--- src/rtl/add_slice_seq_pkg.sv ---
// rtl/add_slice_seq_pkg.sv - shared types and constants for the sliced adder sequencer
// Contents: SLICE_W (datapath slice width), add_seq_state_e (controller states).
package add_slice_seq_pkg;

    localparam int SLICE_W = 16;

    typedef enum logic [1:0] {
        IDLE = 2'd0,
        RUN  = 2'd1,
        DONE = 2'd2
    } add_seq_state_e;

endpackage

--- src/rtl/full_adder_16bit.sv ---
// rtl/full_adder_16bit.sv - 16-bit add/subtract slice with carry in/out
// Ports:
//   A, B      in  16 : operands
//   Invert_B  in  1  : complement B (subtraction when C_in starts at 1)
//   C_in      in  1  : carry in
//   Sum       out 16 : slice result
//   C_out     out 1  : carry out
module full_adder_16bit (
    input  logic [15:0] A,
    input  logic [15:0] B,
    input  logic        Invert_B,
    input  logic        C_in,
    output logic [15:0] Sum,
    output logic        C_out
);

    logic [15:0] b_eff;

    assign b_eff          = B ^ {16{Invert_B}};
    assign {C_out, Sum}   = {1'b0, A} + {1'b0, b_eff} + {16'd0, C_in};

endmodule

--- src/rtl/add_slice_sequencer.sv ---
// rtl/add_slice_sequencer.sv - WIDTH-bit A+/-B computed one 16-bit slice per cycle
// Ports:
//   clk, rst               : clock, asynchronous active-high reset
//   req_valid/req_ready    : request handshake; A, B, sub captured on accept
//   resp_valid/resp_ready  : response handshake; Sum, C_out, overflow held in DONE
// Optional build macro ADD_SLICE_SEQ_OVERFLOW_EN: registers signed overflow;
// without it the overflow port is tied to 0.
module add_slice_sequencer
    import add_slice_seq_pkg::*;
#(
    parameter int WIDTH = 64
) (
    input  logic             clk,
    input  logic             rst,
    input  logic             req_valid,
    output logic             req_ready,
    input  logic [WIDTH-1:0] A,
    input  logic [WIDTH-1:0] B,
    input  logic             sub,
    output logic             resp_valid,
    input  logic             resp_ready,
    output logic [WIDTH-1:0] Sum,
    output logic             C_out,
    output logic             overflow
);

    localparam int N     = WIDTH / SLICE_W;
    localparam int IDX_W = $clog2(N);
    localparam logic [IDX_W-1:0] LAST_IDX = IDX_W'(N - 1);

    add_seq_state_e    state;
    add_seq_state_e    state_next;
    logic              accept;
    logic [IDX_W-1:0]  idx;
    logic [WIDTH-1:0]  a_reg;
    logic [WIDTH-1:0]  b_reg;
    logic              sub_reg;
    logic              carry_reg;
    logic [SLICE_W-1:0] slice_a;
    logic [SLICE_W-1:0] slice_b;
    logic [SLICE_W-1:0] slice_sum;
    logic              slice_cout;
    logic              last_step;

    assign slice_a   = a_reg[idx*SLICE_W +: SLICE_W];
    assign slice_b   = b_reg[idx*SLICE_W +: SLICE_W];
    assign last_step = (state == RUN) && (idx == LAST_IDX);

    full_adder_16bit u_slice (
        .A        (slice_a),
        .B        (slice_b),
        .Invert_B (sub_reg),
        .C_in     (carry_reg),
        .Sum      (slice_sum),
        .C_out    (slice_cout)
    );

    always_comb begin
        state_next = state;
        req_ready  = 1'b0;
        resp_valid = 1'b0;
        accept     = 1'b0;
        case (state)
            IDLE: begin
                req_ready = 1'b1;
                if (req_valid) begin
                    accept     = 1'b1;
                    state_next = RUN;
                end
            end
            RUN: begin
                if (idx == LAST_IDX) begin
                    state_next = DONE;
                end
            end
            DONE: begin
                resp_valid = 1'b1;
                // Draining the result frees the slot, so a waiting request
                // can be taken on the same edge with no idle bubble.
                if (resp_ready) begin
                    req_ready = 1'b1;
                    if (req_valid) begin
                        accept     = 1'b1;
                        state_next = RUN;
                    end else begin
                        state_next = IDLE;
                    end
                end
            end
            default: state_next = IDLE;
        endcase
    end

    always_ff @(posedge clk or posedge rst) begin
        if (rst) begin
            state <= IDLE;
        end else begin
            state <= state_next;
        end
    end

    always_ff @(posedge clk or posedge rst) begin
        if (rst) begin
            a_reg     <= '0;
            b_reg     <= '0;
            sub_reg   <= 1'b0;
            carry_reg <= 1'b0;
            idx       <= '0;
            Sum       <= '0;
            C_out     <= 1'b0;
        end else if (accept) begin
            a_reg     <= A;
            b_reg     <= B;
            sub_reg   <= sub;
            // Subtraction is A + ~B + 1: the +1 enters as the first carry.
            carry_reg <= sub;
            idx       <= '0;
        end else if (state == RUN) begin
            Sum[idx*SLICE_W +: SLICE_W] <= slice_sum;
            carry_reg                   <= slice_cout;
            if (idx == LAST_IDX) begin
                C_out <= slice_cout;
            end else begin
                idx <= idx + 1'b1;
            end
        end
    end

`ifdef ADD_SLICE_SEQ_OVERFLOW_EN
    // Operands of effectively equal sign whose result sign differs.
    always_ff @(posedge clk or posedge rst) begin
        if (rst) begin
            overflow <= 1'b0;
        end else if (last_step) begin
            overflow <= (a_reg[WIDTH-1] == (b_reg[WIDTH-1] ^ sub_reg)) &&
                        (slice_sum[SLICE_W-1] != a_reg[WIDTH-1]);
        end
    end
`else
    assign overflow = 1'b0;
`endif

endmodule

--- config.mk ---
export PLATFORM = sky130hd
export DESIGN_NAME = add_slice_sequencer
export DESIGN_NICKNAME = d
export VERILOG_FILES = /design/src/rtl/add_slice_seq_pkg.sv /design/src/rtl/full_adder_16bit.sv /design/src/rtl/add_slice_sequencer.sv
export SDC_FILE = /design/constraint.sdc
export NUM_CORES = 1
export LEC_CHECK = 0
export ABC_AREA = 1
export BUFFER_PORTS_ARGS = -buffer_cell sky130_fd_sc_hd__clkbuf_2
export CAP_MARGIN = 15
export CORE_ASPECT_RATIO = 1.75
export CORE_MARGIN = 1
export CORE_UTILIZATION = 45
export CTS_CLUSTER_DIAMETER = 150
export CTS_CLUSTER_SIZE = 14
export DETAILED_ROUTE_END_ITERATION = 8
export PLACE_DENSITY_LB_ADDON = 0.12
export RECOVER_POWER = 50
export SYNTH_ARGS = -nofsm -noshare
export SYNTH_HDL_FRONTEND = slang
export SYNTH_SLANG_ARGS = --single-unit
--- constraint.sdc ---
create_clock -name clk -period 6.54 [get_ports clk]
set_input_delay 1.635 -clock clk [delete_from_list [all_inputs] [get_ports clk]]
set_output_delay 1.635 -clock clk [all_outputs]
set_load 0.02 [all_outputs]
==> impl_metrics.tcl <==
set metrics [dict create \
    critPathMaxFanout 2 \
    syn-mean-instance-area_um2 7.81 \
    dp_hpwl_um 20000 \
    top_usage_layer "met2" \
    grtUsageTotal 0.264 \
    gr-total-overflow 0 \
    hold_viol_final 0 \
    setup_violations 0 \
    rows 70 \
    synth-main-ff-cell "dfrtp_1" \
    routed_wl_um 27800 \
    cts_resized 0 \
    use_met3 0.0380 \
    status "finished, violations left" \
    cts_num_sinks 199 \
    io_buffers 199 \
    r2r_end "Sum[24]$_DFFE_PP0P_" \
    yosysTopAreaCellShare 0.515 \
    fin_crit_ns 3.77 \
    whs_ns 0.475 \
    ys_seq_area_frac 0.515 \
    pre_cts_ws_ns 2.72 \
    ys_warn_count 0 \
    initial_utilization 0.460 \
    fp.dieW_um 113 \
    crit_path_end "req_ready" \
    gr-usage-met2 0.461 \
    grt_pass1_vias 8392 \
    crit_required_ns 4.91 \
    area_growth_pct 17.5 \
    synth_top_cell_by_area "dfrtp_1" \
    synth-seq-cells 199 \
    drt-pass1-iter-count 8 \
    fillers 2125 \
    die_h_um 196 \
    fin_crit_sh 0.576 \
    crit_start "resp_ready" \
    report.final.slew_viol_count 33 \
    grt_max_degree 168 \
    cts_root_buf "clkbuf_16" \
    remaining_drc_errors 0 \
    nets 1554 \
    io_pins 201 \
    synth_nets 1393 \
    synth-async-reset-ratio 1.00 \
    tritoncts "done" \
    place_congestion 0.905 \
    coreArea_mm2 0.0210 \
    synthesis.area_mm2 0.00967 \
    violations "max-capacitance violations, max-slew violations" \
    clkLatencyLatePin_ns 0.45 \
    place_inst 1630 \
    max_freq_mhz 265 \
    ant_nets 0 \
    cts_inserted_buffers 17 \
    worst_slack_ns 2.77 \
    grt.met1_usage 0.307 \
    antenna_cells 0 \
    synth_cell_types 34 \
    syn_inst 1237 \
    grt_pass1_wl_um 44000 \
    critical_path_class "in2out" \
    cts_max_level 4 \
    clockBufferDepth 2 \
    synth_edf_count 0 \
    cp-start-kind "primary input" \
    vias 8524 \
    cts_setup_buffers 0 \
    r2r_slack_ns 2.89 \
    final_cells 1662 \
    tightest_slew_ns 1.56 \
    viasPerCell 5.13 \
    r2r-start "idx[0]$_DFFE_PP0P_" \
    setup_tns_ns 0 \
    fin_worst_skew_ns 0.00853 \
    maxCapViolCount 1 \
    rsz0062_at_grt "false" \
    hold_path.class "reg2reg" \
    clk_pin_slew_ns 0.07 \
    max_slew_margin -0.0487 \
    worstRegToRegCells 13 \
    wire_per_inst_um 16.7 \
    drt_iter0_markers 609 \
    hold_buffers 0 \
    drive_above_1_share 0.132 \
    antenna_found_initial 0 \
    critPathCaptureType "primary output" \
    synth.area.top_cells "dfrtp_1, nand2_1, o21ai_0" \
    die_area_mm2 0.0221 \
    arrival_ns 2.13 \
]
-- logic make-up after synthesis --
group | Yosys count | synth area share
and+or+nand+nor | 723 | 0.296
DFF | 199 | 0.515
AOI/OAI and AO/OA | 143 | 0.0822
buffers and inverters | 125 | 0.0545
xor gates and xnor gates | 23 | 0.0208
adders and majority gates | 23 | 0.0313
other | 1 | 0.000388
-- cell type report --
class	instances	area, um^2	share of cell area
Clock buffer	20	467	0.0411
Clock inverter	11	196	0.0173
Multi-Input combinational cell	913	4170	0.367
Tap cell	252	315	0.0278
Sequential cell	199	4980	0.439
Inverter	61	233	0.0205
Timing Repair Buffer	206	998	0.0879
-- cells in the mapped netlist, drive strengths merged, types with 2 or more instances --
library cell and instances:
a21oi 19, a22o 6, buf 39, clkbuf 25, dfrtp 199, fa 2
ha 21, inv 61, nand2 592, nand3 25, nand4 18, nor2 81
nor3 4, o21ai 84, o22ai 29, o31ai 2, xnor2 6, xor2 17
-- placed cells by master (no fill, tap or decap), drive strengths merged, types with 3 or more instances in the layout --
| cell type | count |
|---|---|
| clkinv | 4 |
| xnor2 | 6 |
| ha | 21 |
| xor2 | 17 |
| bufinv | 5 |
| o22ai | 29 |
| nand4 | 18 |
| nand3 | 25 |
| nand2 | 592 |
| a21oi | 19 |
| nor3 | 4 |
| buf | 7 |
| o21ai | 84 |
| inv | 60 |
| nor2 | 81 |
| dfrtp | 199 |
| a22o | 6 |
| clkbuf | 219 |
| clkinvlp | 3 |
-- worst max-delay path, stage by stage --
cell	delay, ns
clkbuf_2	0.07
inv_1	0.04
a21oi_2	0.18
clkbuf_2	0.20
-- metrics by stage --
| stage | util | instance area, um^2 |
|---|---|---|
| floorplan | - | 9670 |
| global placement | 0.511 | 10800 |
| detailed placement | 0.511 | 10800 |
| CTS | 0.543 | 11400 |
| global route | 0.540 | 11400 |
| finish | 0.540 | 11400 |
-- per-layer routing --
metal,wire (um),vias to the layer above
li1,-,4218
met1,10900,3997
met2,14300,241
met3,1040,68
met4,1460,0
met5,0,-
-- how the worst min path moves through the flow --
stage / slack (ns) / endpoint / from / cells past startpoint
finish: 0.47 / b_reg[19]$_DFFE_PP0P_ / b_reg[19]$_DFFE_PP0P_ / 2
global route: 0.49 / b_reg[20]$_DFFE_PP0P_ / b_reg[20]$_DFFE_PP0P_ / 2
CTS: 0.48 / b_reg[19]$_DFFE_PP0P_ / b_reg[19]$_DFFE_PP0P_ / 2
detailed placement: 0.46 / a_reg[43]$_DFFE_PP0P_ / a_reg[43]$_DFFE_PP0P_ / 2
global placement: 0.46 / b_reg[39]$_DFFE_PP0P_ / b_reg[39]$_DFFE_PP0P_ / 2
floorplan: 0.44 / b_reg[32]$_DFFE_PP0P_ / b_reg[32]$_DFFE_PP0P_ / 2
Power is left out: the tool's default activity adds up to more than one toggle a clock period on the data nets, which glitch-free logic cannot reach.
